$ cat src/rtl/apb_master.sv
// APB3 requester: one outstanding command in, one response out,
// with an optional wait-state timeout for hung slaves.
module apb_master #(
  parameter int ADDR_WIDTH     = 10,
  parameter int DATA_WIDTH     = 32,
  parameter int TIMEOUT_CYCLES = 16
) (
  input  logic                  clk,
  input  logic                  reset,
  input  logic                  cmd_valid,
  output logic                  cmd_ready,
  input  logic                  cmd_write,
  input  logic [ADDR_WIDTH-1:0] cmd_addr,
  input  logic [DATA_WIDTH-1:0] cmd_wdata,
  output logic                  rsp_valid,
  output logic [DATA_WIDTH-1:0] rsp_rdata,
  output logic                  rsp_error,
  output logic                  psel,
  output logic                  penable,
  output logic [ADDR_WIDTH-1:0] paddr,
  output logic                  pwrite,
  output logic [DATA_WIDTH-1:0] pwdata,
  input  logic                  pready,
  input  logic [DATA_WIDTH-1:0] prdata
);

  localparam int CW =
    (TIMEOUT_CYCLES > 0) ? $clog2(TIMEOUT_CYCLES + 1) : 1;
  localparam int LAST_I =
    (TIMEOUT_CYCLES > 0) ? TIMEOUT_CYCLES - 1 : 0;
  localparam logic [CW-1:0] C_LAST = CW'(LAST_I);
  localparam bit TO_EN = (TIMEOUT_CYCLES != 0);

  typedef enum logic [1:0] {
    IDLE,
    SETUP,
    ACCESS
  } state_t;

  state_t                r_state, w_state;
  logic                  r_psel, w_psel;
  logic                  r_penable, w_penable;
  logic [ADDR_WIDTH-1:0] r_paddr, w_paddr;
  logic                  r_pwrite, w_pwrite;
  logic [DATA_WIDTH-1:0] r_pwdata, w_pwdata;
  logic                  r_rsp_valid, w_rsp_valid;
  logic                  r_rsp_error, w_rsp_error;
  logic [DATA_WIDTH-1:0] r_rsp_rdata, w_rsp_rdata;
  logic [CW-1:0]         r_cnt, w_cnt;
  logic                  w_to_hit;

  assign w_to_hit = TO_EN && (r_cnt == C_LAST);

  always_comb begin
    w_state     = r_state;
    w_psel      = r_psel;
    w_penable   = r_penable;
    w_paddr     = r_paddr;
    w_pwrite    = r_pwrite;
    w_pwdata    = r_pwdata;
    w_rsp_valid = 1'b0;
    w_rsp_error = r_rsp_error;
    w_rsp_rdata = r_rsp_rdata;
    w_cnt       = r_cnt;
    unique case (r_state)
      IDLE: begin
        if (cmd_valid) begin
          w_paddr   = cmd_addr;
          w_pwrite  = cmd_write;
          if (cmd_write) w_pwdata = cmd_wdata;
          w_psel    = 1'b1;
          w_penable = 1'b0;
          w_state   = SETUP;
        end
      end
      SETUP: begin
        w_penable = 1'b1;
        w_cnt     = '0;
        w_state   = ACCESS;
      end
      ACCESS: begin
        // Slave completion wins over a timeout on the same edge
        if (pready) begin
          w_psel      = 1'b0;
          w_penable   = 1'b0;
          w_rsp_valid = 1'b1;
          w_rsp_error = 1'b0;
          w_rsp_rdata = r_pwrite ? '0 : prdata;
          w_state     = IDLE;
        end else if (w_to_hit) begin
          w_psel      = 1'b0;
          w_penable   = 1'b0;
          w_rsp_valid = 1'b1;
          w_rsp_error = 1'b1;
          w_rsp_rdata = '0;
          w_state     = IDLE;
        end else begin
          w_cnt = r_cnt + CW'(1);
        end
      end
      default: w_state = IDLE;
    endcase
  end

  always_ff @(posedge clk or posedge reset) begin
    if (reset) begin
      r_state     <= IDLE;
      r_psel      <= 1'b0;
      r_penable   <= 1'b0;
      r_paddr     <= '0;
      r_pwrite    <= 1'b0;
      r_pwdata    <= '0;
      r_rsp_valid <= 1'b0;
      r_rsp_error <= 1'b0;
      r_rsp_rdata <= '0;
      r_cnt       <= '0;
    end else begin
      r_state     <= w_state;
      r_psel      <= w_psel;
      r_penable   <= w_penable;
      r_paddr     <= w_paddr;
      r_pwrite    <= w_pwrite;
      r_pwdata    <= w_pwdata;
      r_rsp_valid <= w_rsp_valid;
      r_rsp_error <= w_rsp_error;
      r_rsp_rdata <= w_rsp_rdata;
      r_cnt       <= w_cnt;
    end
  end

  assign cmd_ready = (r_state == IDLE);
  assign psel      = r_psel;
  assign penable   = r_penable;
  assign paddr     = r_paddr;
  assign pwrite    = r_pwrite;
  assign pwdata    = r_pwdata;
  assign rsp_valid = r_rsp_valid;
  assign rsp_error = r_rsp_error;
  assign rsp_rdata = r_rsp_rdata;

endmodule

$ cat config.mk
export PLATFORM = sky130hd
export DESIGN_NAME = apb_master
export DESIGN_NICKNAME = d
export VERILOG_FILES = /design/src/rtl/apb_master.sv
export SDC_FILE = /design/constraint.sdc
export NUM_CORES = 1
export LEC_CHECK = 0
export ABC_AREA = 1
export BUFFER_PORTS_ARGS = -buffer_cell sky130_fd_sc_hd__buf_4
export CAP_MARGIN = 0
export CELL_PAD_IN_SITES_DETAIL_PLACEMENT = 1
export CELL_PAD_IN_SITES_GLOBAL_PLACEMENT = 1
export CORE_MARGIN = 2
export CORE_UTILIZATION = 33
export CTS_BUF_LIST = sky130_fd_sc_hd__clkbuf_16
export DETAILED_ROUTE_END_ITERATION = 10
export PLACE_DENSITY = 0.79
export SYNTH_ARGS = -nofsm -noshare
export SYNTH_HDL_FRONTEND = slang
export SYNTH_SLANG_ARGS = --single-unit
$ cat constraint.sdc
create_clock -name clk -period 3.2 [get_ports clk]
set_clock_uncertainty 0.2 [all_clocks]
set_input_delay 0.16 -clock clk [delete_from_list [all_inputs] [get_ports clk]]
set_output_delay 0.16 -clock clk [all_outputs]
set_load 0.05 [all_outputs]
Word-level counts from Yosys, hierarchy flattened
Index checks and enable logic that the tools add are counted.
{"block": "op_classes", "n_addsub": 1, "n_eq_ne": 7, "mux": 21, "reduce_logical": 12}
{"op": "$mux 32", "count": 3}
{"op": "$reduce_and 3->1", "count": 4}
{"op": "$mux 5", "count": 2}
{"op": "$pmux 5 s2", "count": 1}
{"op": "$mux 1", "count": 9}
{"op": "$mux 2", "count": 3}
{"op": "$ne 2x2->1 const B", "count": 3}
{"op": "$pmux 2 s3", "count": 1}
{"op": "$reduce_and 2->1", "count": 3}
{"op": "$reduce_bool 2->1", "count": 3}
{"op": "$add 5x1->5 const B", "count": 1}
{"op": "$eq 5x4->1 const B", "count": 1}
{"op": "$ne 3x3->1 const B", "count": 1}
{"op": "$pmux 1 s3", "count": 1}
{"op": "$reduce_bool 3->1", "count": 1}
{"op": "$eq 2x1->1 const B", "count": 1}
{"op": "$eq 2x2->1 const B", "count": 1}
{"op": "$logic_not 2->1", "count": 1}
{"op": "$pmux 1 s2", "count": 1}
{"block": "word_totals", "register_bits": 86, "inputBits": 79, "output_inout_bits": 80, "wordCells": 51}

Logic depth before layout (Yosys ltp)
Gate-level depths: netlist (run 1).
{"block": "logic_depth", "word_depth": 4, "ltp_mapped": 11, "mapped_depth_nobuf": 11}

Worst setup path after synthesis (run 1)
OpenSTA, ideal clock, no wires.
{"block": "synth_timing", "path_type": "register -> register", "startpoint": "reg r_cnt[0]", "endpoint": "reg r_rsp_rdata[0] (netlist: rsp_rdata[0])", "setup_time_ns": 0.066, "arrival_ns": 1.524, "required_ns": 2.934, "setup_slack_ns": 1.410, "stages_incl_launch_ff": 11, "n_path_buf": 1, "period_less_slack_ns": 1.790, "cell_sequence": "dfrtp_1 ha_1 nand2_1 nor2_1 ha_1 nor2_1 nor2_4 inv_2 buf_6 nand2_1 nand2_1"}
{"block": "synth_between", "elab_chain_cells": 3}
{"item": "start, declared", "line_no": "49", "rtl": "logic [CW-1:0] r_cnt, w_cnt;"}
{"item": "start signal, assigned", "line_no": "127", "rtl": "r_cnt <= w_cnt;"}
{"item": "$eq 5x4->1", "line_no": "52", "rtl": "assign w_to_hit = TO_EN && (r_cnt == C_LAST);"}
{"item": "$reduce_bool 2->1 (no line)"}
{"item": "$reduce_and 2->1 (no line)"}
{"item": "end signal, assigned", "line_no": "126", "rtl": "r_rsp_rdata <= w_rsp_rdata;"}
{"item": "end, declared", "line_no": "48", "rtl": "logic [DATA_WIDTH-1:0] r_rsp_rdata, w_rsp_rdata;"}
No other way between the ends.
A chain may end at the register's enable or synchronous reset.

Worst setup path after layout (run 1)
{"block": "layout_timing", "startpoint": "reg r_cnt[0]", "endpoint": "reg r_rsp_rdata[13] (netlist: rsp_rdata[13])"}
Same word-level chain as after synthesis.

==> impl_metrics.py, run 1 <==
metrics = {
    "layout": {
        "area.growth.synth_to_final_pct": 67.36,
        "fillerInstances": 1173,
        "most-common-layout-cells": "sky130_fd_sc_hd__nand2_1 (174), sky130_fd_sc_hd__buf_4 (159), sky130_fd_sc_hd__dfrtp_1 (86), sky130_fd_sc_hd__dlygate4sd3_1 (76), sky130_fd_sc_hd__nand3_1 (65)",
        "post_route_cells_drive_above_1_share": 0.3013,
        "antenna-diode-count": 0,
        "finished_core_util": 0.5650,
        "leading_cell_type_in_the_layout_fill_and_taps_excluded": "sky130_fd_sc_hd__nand2_1",
        "nNetsFinal": 690,
    },
    "synth": {
        "synthesis.instances": 383,
        "synth_seq_cells": 86,
        "yosys_warnings": 0,
        "postSynthAreaPerCell_um2": 9.059,
        "synth_fp_nets": 464,
        "ys_types": 20,
        "synth.yosys.seq_area_share": 0.6203,
        "post_synth_instance_area_mm2": 0.003470,
    },
    "placed_design": {
        "io_buffers": 158,
        "gpl.final_weighted_congestion": 0.7757,
        "hpwl_um": 6955,
    },
    "clocking": {
        "cts-htree-levels": 3,
        "post_cts_resized": 0,
        "clock-sinks": 86,
        "cts_inserted_buffers": 9,
        "cts_tree": "yes",
        "cts.clk_slew.worst_paths_ns": 0.07,
        "clock_tree.root_cell": "sky130_fd_sc_hd__clkbuf_16",
        "cts_setup_buffers": 0,
        "number_of_buffers_between_clock_root_and_the_deepest_sink": 2,
        "clock_insertion_delay_worst_skew_ns": 0.34,
        "cts_hold_buf": 76,
    },
    "sta": {
        "fmax_mhz": 373.5,
        "max-slew-margin-rel": 0.3877,
        "finalCriticalPeriod_ns": 2.678,
        "final.period_utilization": 0.8368,
        "finalHoldViolCount": 0,
        "worst_hold_slack_ns": 0.05630,
        "setup-tns-final_ns": 0,
        "report.final.slew_viol_count": 0,
        "grt_setup_unrepaired": "no",
        "setup_violations": 0,
        "worstMarginPinSlew_ns": 0.9173,
    },
    "floorplanning": {
        "floorplan.die.width_um": 106.5,
        "floorplan.initialDensity": 0.3376,
        "die_outline_height_um": 106.5,
        "design.die.area_mm2": 0.01135,
        "floorplan_core_area_mm2": 0.01028,
        "boundaryPins": 159,
        "core.rowCount": 37,
    },
    "drt": {
        "wirelength_um": 12370,
        "detailedRoute.firstIterationViolations": 114,
        "first_pass_iters": 4,
        "drc": 0,
        "vias": 3541,
        "viasPerCell": 4.721,
        "routed_wire_length_per_instance_um": 16.49,
        "drtAntennaViolNets": 0,
    },
    "power_and_ir_drop": {
        "power_total_uw": 6579,
        "vdd.ir_drop.worst_v": 0.0005373,
        "power_leakage_uw": 0.003142,
        "power_density_mw_per_mm2": 1133,
    },
    "global_routing": {
        "grt_pass1_wl_um": 19910,
        "global_route.usage.met1": 0.2652,
        "grt_overflow": 0,
        "global_route.usage.total": 0.2246,
        "grtUsageMet3": 0.05457,
        "use_met2": 0.3979,
        "vias_in_the_first_global_route": 3896,
        "top_usage_layer": "met2",
        "grt_antenna_before_repair": 0,
        "grt_max_degree": 52,
    },
    "status": {
        "outcome": "complete, no violations",
    },
    "worst_hold_path": {
        "worst_min_path_class": "input port to flip-flop",
    },
    "setup_path": {
        "start_kind": "flip-flop",
        "critical_path.max_fanout": 35,
        "cp_data_required_time_ns": 3.22,
        "crit_path_end_kind": "flip-flop",
        "timing_worst_setup_path_type": "flip-flop to flip-flop",
        "critical_path_arrival_ns": 2.69,
    },
    "job": {
        "cap_violations": 0,
    },
}
## path summary, 6_finish.rpt
kind	startpoint	endpoint	slack, ns	depth (start not counted)
worst max register to register	r_cnt[0]	rsp_rdata[13]	0.52	9
min in group asynchronous	reset	rsp_rdata[18]	0.37	3
max in group asynchronous	reset	r_cnt[0]	1.73	4
worst max-delay path	r_cnt[0]	rsp_rdata[13]	0.52	9
worst min register to register	pwdata[8]	pwdata[8]	0.27	2
worst min-delay path	cmd_valid	psel	0.06	3
## power by group
part | leakage, uW | switching (uW) | total, uW | internal, uW
Clock | 0.000165 | 430 | 1190 | 759
Combinational | 0.00187 | 2530 | 3500 | 969
Sequential | 0.00110 | 320 | 1900 | 1580
Total | 0.00314 | 3280 | 6580 | 3300
## critical path, cell delays in order (launching register included)
cell,delay (ns)
sky130_fd_sc_hd__dfrtp_1,0.38
sky130_fd_sc_hd__ha_1,0.18
sky130_fd_sc_hd__nand2_1,0.07
sky130_fd_sc_hd__nor2_1,0.09
sky130_fd_sc_hd__ha_1,0.17
sky130_fd_sc_hd__nor2_1,0.07
sky130_fd_sc_hd__nor2_4,0.63
sky130_fd_sc_hd__inv_2,0.48
sky130_fd_sc_hd__nand2_1,0.19
sky130_fd_sc_hd__nand2_1,0.08
## layer usage
layer / part of all wire / up-vias / routed length [um]
met3: 0.062 / 17 / 772
li1: - / 1659 / -
met1: 0.42 / 1733 / 5175
met4: 0.015 / 0 / 184
met5: 0 / - / 0
met2: 0.50 / 132 / 6233
## cells in the mapped netlist, drive strengths merged
cell,count,area (um2)
a21oi,2,10.01
buf,18,137.6
clkbuf,3,11.26
dfrtp,86,2152
ha,2,25.02
inv,12,47.55
nand2,177,676.9
nand3,65,325.3
nor2,14,62.56
nor3,1,5.000
o21ai,2,10.01
o22ai,1,6.260
## area by class of cell
class / instances / area, um2 / area share
Tap cell: 136 / 170.2 / 0.02930
Clock buffer: 9 / 225.2 / 0.03878
Multi-Input combinational cell: 264 / 1124 / 0.1935
Inverter: 12 / 48.80 / 0.008403
Timing Repair Buffer: 236 / 1974 / 0.3400
Sequential cell: 86 / 2152 / 0.3706
Clock inverter: 7 / 112.6 / 0.01939
## sequential cells by signal, indices dropped and copies added, names as in the netlist, 2 cells and up
register,flops
paddr,10
pwdata,32
r_cnt,5
r_state,2
rsp_rdata,32
## through the flow
stage | instances | setup slack (ns) | area (um2)
2_1_floorplan | 383 | 0.6182 | 3470
3_5_place_dp | 658 | 0.5393 | 4708
6_report | 750 | 0.5223 | 5807
5_1_grt | 750 | 0.2150 | 5807
3_3_place_gp | 658 | 0.6397 | 4708
4_1_cts | 750 | 0.5385 | 5807
## cell families after synthesis
logic type | share of synthesized area
AOI/OAI and AO/OA | 0.007574
buffers and inverters | 0.05662
DFF | 0.6203
adders and majority gates | 0.007211
and+or+nand+nor | 0.3083
No activity file was read; power rests on OpenSTA's default activity.
==> inputs of run 2 (changes only) <==
clock period = 2.5 ns   (was 3.2 ns; I/O delays follow)
==> impl_metrics.py, run 2 (synthesis results as in run 1) <==
metrics = {
    "status": {
        "outcome": "complete, no violations",
    },
    "sta": {
        "finalHoldViolCount": 0,
        "worstMarginPinSlew_ns": 0.5642,
        "setup-tns-final_ns": 0,
        "report.final.slew_viol_count": 0,
        "final.period_utilization": 0.8620,
        "max-slew-margin-rel": 0.6233,
        "fmax_mhz": 464.0,
        "finalCriticalPeriod_ns": 2.155,
        "grt_setup_unrepaired": "no",
        "setup_violations": 0,
    },
    "clocking": {
        "cts_inserted_buffers": 9,
        "clock_insertion_delay_worst_skew_ns": 0.33,
        "cts-htree-levels": 3,
        "post_cts_resized": 0,
        "clock-sinks": 86,
        "cts_setup_buffers": 0,
        "cts.clk_slew.worst_paths_ns": 0.06,
        "number_of_buffers_between_clock_root_and_the_deepest_sink": 2,
        "clock_tree.root_cell": "sky130_fd_sc_hd__clkbuf_16",
        "cts_tree": "yes",
    },
    "setup_path": {
        "cell_by_cell_listing_of_the_critical_path": "ha_1 -> nand2_1 -> nor2_1 -> ha_1 -> nor2_1 -> nor2_4 -> inv_2 -> nand2_1 -> nand2_1",
        "critical-path-top-cell-by-count": "sky130_fd_sc_hd__nand2_1",
        "crit_path_end": "rsp_rdata[18]",
        "critical_path_arrival_ns": 2.22,
        "ff2ff_setup_slack_ns": 0.34,
        "rr_worst_depth": 9,
        "timing.rr.start": "r_cnt[0]",
        "cp_data_required_time_ns": 2.56,
        "critical_path.max_fanout": 35,
        "largest_stage_delay_on_the_critical_path_ns": 0.42,
        "timing_worst_setup_path_type": "flip-flop to flip-flop",
        "start_kind": "flip-flop",
        "critical_path.slowest_cell": "sky130_fd_sc_hd__inv_2",
        "startpoint": "r_cnt[0]",
        "crit_path_end_kind": "flip-flop",
        "r2r_end": "rsp_rdata[18]",
    },
    "drt": {
        "wirelength_um": 11880,
        "viasPerCell": 4.613,
        "first_pass_iters": 4,
        "drc": 0,
        "routed_wire_length_per_instance_um": 15.82,
        "detailedRoute.firstIterationViolations": 119,
        "vias": 3464,
        "drtAntennaViolNets": 0,
    },
    "global_routing": {
        "grt_antenna_before_repair": 0,
        "grt_max_degree": 87,
        "grt_overflow": 0,
        "vias_in_the_first_global_route": 3796,
        "global_route.usage.total": 0.2153,
        "grt_pass1_wl_um": 19060,
    },
    "worst_hold_path": {
        "worst_min_path_class": "input port to flip-flop",
    },
    "floorplanning": {
        "floorplan.initialDensity": 0.3376,
        "floorplan.die.width_um": 106.5,
        "boundaryPins": 159,
        "design.die.area_mm2": 0.01135,
        "die_outline_height_um": 106.5,
        "floorplan_core_area_mm2": 0.01028,
        "core.rowCount": 37,
    },
    "layout": {
        "most-common-layout-cells": "sky130_fd_sc_hd__nand2_1 (174), sky130_fd_sc_hd__buf_4 (161), sky130_fd_sc_hd__dfrtp_1 (86), sky130_fd_sc_hd__dlygate4sd3_1 (76), sky130_fd_sc_hd__nand3_1 (65)",
        "nNetsFinal": 692,
        "area.growth.synth_to_final_pct": 66.25,
        "post_route_cells_drive_above_1_share": 0.2992,
        "final_cell_area_mm2": 0.005768,
        "leading_cell_type_in_the_layout_fill_and_taps_excluded": "sky130_fd_sc_hd__nand2_1",
        "antenna-diode-count": 0,
    },
    "job": {
        "cap_violations": 0,
    },
    "placed_design": {
        "placed_area_mm2": 0.004726,
        "gpl.final_weighted_congestion": 0.7586,
        "io_buffers": 158,
        "hpwl_um": 7150,
    },
    "power_and_ir_drop": {
        "vdd.ir_drop.worst_v": 0.0007259,
        "power_leakage_uw": 0.003131,
        "power_density_mw_per_mm2": 1413,
    },
}
run 2: cell types whose count changed in the layout (fill, tap and decap cells not counted), sizes merged:
cell	before	now
buf	160	162
inv	11	13
clkinv	4	3
bufinv	3	1
run 2: how the worst min path moves through the flow:
stage                      startpoint          to  slack (ns)  depth (start not counted)
after floorplan           cmd_addr[0]    paddr[0]        0.03                          2
after global placement          reset     penable         0.1                          3
after detailed placement        reset    paddr[1]        0.10                          3
after CTS                   cmd_write  pwdata[29]        0.04                          3
after global routing        cmd_write  pwdata[21]        0.06                          3
final                       cmd_valid        psel        0.03                          3
run 2: metal layers:
layer,up-vias,share of wire,track usage
met5,-,0,0
met4,0,0.014,0.06679
met3,11,0.070,0.05334
met2,134,0.51,0.3910
met1,1662,0.40,0.2491
li1,1657,-,-
run 2: timing repair:
action | in CTS | in global routing
setup endpoints to repair | 0 | 0
hold buffers | 76 | 0
endpoints found under the hold margin | 162 | 0
run 2: critical path: cells and delay by family, from the launching register on:
family                   cells  cell delay [ns]
adder cells (fa/ha/maj)      2             0.41
buffers and inverters        1             0.42
flip-flops                   1             0.41
AND/OR/NAND/NOR              6             0.65
run 2: final cells by class:
cell class                 count  area, um2
clock buffer                   9      225.2
clock inverter                 6      56.30
fill                        1193       4509
inverter                      12      51.30
multi-input combinational    264       1124
sequential                    86       2152
tap                          136      170.2
timing repair buffer         238       1989
run 2: through the flow:
step	hold slack (ns)	worst slack [ns]	instances	utilization	power, uW
after floorplan	0.03462	0.7099	383	-	5368
after CTS	0.03510	0.3034	751	0.5612	8181
after global placement	0.09587	0.4268	660	0.4598	6667
final	0.02629	0.3449	751	0.5612	8150
after global routing	0.06097	0.1185	751	0.5612	8576
after detailed placement	0.1047	0.3243	660	0.4598	6778
run 2: power by group:
part	internal [uW]	leakage [uW]	switching, uW	total [uW]
Sequential	2020	0.00110	385	2400
Clock	759	0.000148	515	1270
Combinational	1250	0.00188	3220	4470
Total	4030	0.00313	4120	8150
==> inputs of run 3 (changes only) <==
ABC_AREA = default   (was 1)
CORE_UTILIZATION = 35   (was 33)
==> impl_metrics.py, run 3 <==
metrics = {
    "power_and_ir_drop": {
        "power_leakage_uw": 0.002784,
        "vdd.ir_drop.worst_v": 0.0006096,
        "power_density_mw_per_mm2": 1493,
    },
    "drt": {
        "wirelength_um": 13570,
        "viasPerCell": 4.917,
        "detailedRoute.firstIterationViolations": 115,
        "drtAntennaViolNets": 0,
        "drc": 0,
        "first_pass_iters": 5,
        "routed_wire_length_per_instance_um": 20.49,
        "vias": 3255,
    },
    "global_routing": {
        "vias_in_the_first_global_route": 3592,
        "grt_pass1_wl_um": 20230,
        "grt_antenna_before_repair": 0,
        "global_route.usage.total": 0.2570,
        "grt_overflow": 0,
        "grt_max_degree": 87,
    },
    "synth": {
        "synth_seq_cells": 86,
        "asyncSetResetFlopFracSynth": 1.000,
        "yosysTopAreaCell": "sky130_fd_sc_hd__dfrtp_1",
        "yosys_warnings": 0,
        "synth.yosys.seq_area_share": 0.6218,
        "synthesis.instances": 288,
        "yosysTopAreaCellShare": 0.6218,
        "synth_commonest_cells": "sky130_fd_sc_hd__dfrtp_1 (86), sky130_fd_sc_hd__o21ai_0 (62), sky130_fd_sc_hd__nand2_1 (35), sky130_fd_sc_hd__mux2_1 (30), sky130_fd_sc_hd__clkbuf_1 (14)",
        "postSynthAreaPerCell_um2": 12.02,
        "postSynth.topFlopCell": "sky130_fd_sc_hd__dfrtp_1",
        "edff_count_synth": 0,
        "post_synth_instance_area_mm2": 0.003461,
        "synth_fp_nets": 369,
        "ys_types": 33,
        "synthMostInstantiatedCell": "sky130_fd_sc_hd__dfrtp_1",
        "synth_top_area_cells": "sky130_fd_sc_hd__dfrtp_1 (62%), sky130_fd_sc_hd__mux2_1 (9.8%), sky130_fd_sc_hd__o21ai_0 (9.0%), sky130_fd_sc_hd__mux2_2 (4.2%), sky130_fd_sc_hd__nand2_1 (3.8%)",
    },
    "clocking": {
        "cts-htree-levels": 3,
        "cts_inserted_buffers": 9,
        "post_cts_resized": 0,
        "clock_tree.root_cell": "sky130_fd_sc_hd__clkbuf_16",
        "number_of_buffers_between_clock_root_and_the_deepest_sink": 2,
        "cts_tree": "yes",
        "clock_insertion_delay_worst_skew_ns": 0.34,
        "cts_setup_buffers": 0,
        "cts.clk_slew.worst_paths_ns": 0.06,
        "clock-sinks": 86,
    },
    "setup_path": {
        "worst_path_dominant_cell_family": "compound AO/OA/AOI/OAI gates",
        "start_kind": "flip-flop",
        "critical_path.slowest_cell": "sky130_fd_sc_hd__dfrtp_1",
        "timing_worst_setup_path_type": "flip-flop to flip-flop",
        "critical_path.max_fanout": 5,
        "largest_stage_delay_on_the_critical_path_ns": 0.43,
        "critical-path-top-cell-by-count": "sky130_fd_sc_hd__ha_1",
        "critical_path_arrival_ns": 2.38,
        "cell_by_cell_listing_of_the_critical_path": "ha_1 -> and3_1 -> ha_1 -> or2_1 -> o311a_1 -> a311o_1",
        "crit_path_end_kind": "flip-flop",
        "crit_buf_inv": 0,
        "cp_data_required_time_ns": 2.51,
    },
    "job": {
        "cap_violations": 0,
    },
    "placed_design": {
        "io_buffers": 158,
        "placedCellCount": 569,
        "hpwl_um": 7319,
        "detailedPlace.worstSlack_ns": 0.1714,
        "gpl.final_weighted_congestion": 0.8356,
    },
    "layout": {
        "layout.cells.non_filler": 662,
        "fillerInstances": 1006,
        "antenna-diode-count": 0,
        "post_route_cells_drive_above_1_share": 0.3800,
        "nNetsFinal": 605,
        "most-common-layout-cells": "sky130_fd_sc_hd__buf_4 (165), sky130_fd_sc_hd__dfrtp_1 (86), sky130_fd_sc_hd__dlygate4sd3_1 (77), sky130_fd_sc_hd__o21ai_0 (62), sky130_fd_sc_hd__nand2_1 (35)",
        "finished_core_util": 0.6142,
        "leading_cell_type_in_the_layout_fill_and_taps_excluded": "sky130_fd_sc_hd__buf_4",
        "area.growth.synth_to_final_pct": 71.87,
    },
    "sta": {
        "final.period_utilization": 0.9463,
        "finalHoldViolCount": 0,
        "post_route_setup_slack_ns": 0.1342,
        "fmax_mhz": 422.7,
        "setup-tns-final_ns": 0,
        "finalCriticalPeriod_ns": 2.366,
        "worstMarginPinSlew_ns": 0.4552,
        "report.final.slew_viol_count": 0,
        "worst_hold_slack_ns": 0.09379,
        "setup_violations": 0,
        "max-slew-margin-rel": 0.6965,
        "grt_setup_unrepaired": "no",
    },
    "floorplanning": {
        "die_outline_height_um": 103.4,
        "floorplan.die.width_um": 103.4,
        "design.die.area_mm2": 0.01070,
        "floorplan.initialDensity": 0.3574,
        "floorplan_core_area_mm2": 0.009684,
        "core.rowCount": 36,
        "boundaryPins": 159,
    },
    "status": {
        "outcome": "complete, no violations",
    },
    "worst_hold_path": {
        "worst_min_path_class": "input port to flip-flop",
    },
}
## run 3: layout make-up
type | count | area (um2) | area share
Inverter | 5 | 22.52 | 0.003786
Sequential cell | 86 | 2152 | 0.3618
Clock inverter | 7 | 121.4 | 0.02040
Clock buffer | 9 | 225.2 | 0.03786
Tap cell | 133 | 166.4 | 0.02798
Timing Repair Buffer | 245 | 2069 | 0.3479
Multi-Input combinational cell | 177 | 1191 | 0.2003
## run 3: power by group
group	total, uW	switching [uW]	internal [uW]
logic	4790	3340	1450
clock network	1560	583	980
registers	2530	479	2050
## run 3: final timing paths
| kind | from | slack [ns] | cells past startpoint | end |
|---|---|---|---|---|
| hold / removal | cmd_valid | 0.09 | 3 | r_state[0] |
| setup / recovery | r_cnt[0] | 0.13 | 6 | r_cnt[3] |
| hold reg to reg | pwdata[6] | 0.30 | 1 | pwdata[6] |
| max in group asynchronous | reset | 1.47 | 4 | rsp_valid |
| min in group asynchronous | reset | 0.27 | 4 | rsp_rdata[12] |
| setup reg to reg | r_cnt[0] | 0.13 | 6 | r_cnt[3] |
## run 3: stage by stage
stage          power (uW)  instance area (um2)
2_1_floorplan        5479                 3465
3_3_place_gp         6922                 4831
3_5_place_dp         7080                 4831
4_1_cts              8764                 5948
5_1_grt              9269                 5948
6_report             8882                 5948
## run 3: repair_timing
item	CTS	global route
hold buffers	77	0
endpoints found under the setup margin	0	0
hold endpoints to repair	162	0
## run 3: metal layers
metal	up-vias	wire, um	global-route usage
met5	-	0	0
met4	0	284	0.08401
met3	24	1025	0.07258
met2	151	6988	0.4645
met1	1609	5267	0.2922
li1	1471	-	-
## run 3: kinds of logic after synthesis
logic type / Yosys count / synth area share
muxes: 44 / 0.1428
and+or+nand+nor: 52 / 0.07014
AOI/OAI and AO/OA: 79 / 0.1226
adders and majority gates: 2 / 0.007230
DFF: 86 / 0.6218
buffers and inverters: 25 / 0.03543
## run 3: worst register-to-register path: stages (launching register included)
cell and delay [ns]:
sky130_fd_sc_hd__dfrtp_1 0.43, sky130_fd_sc_hd__ha_1 0.26, sky130_fd_sc_hd__and3_1 0.19, sky130_fd_sc_hd__ha_1 0.23, sky130_fd_sc_hd__or2_1 0.29, sky130_fd_sc_hd__o311a_1 0.36
sky130_fd_sc_hd__a311o_1 0.28
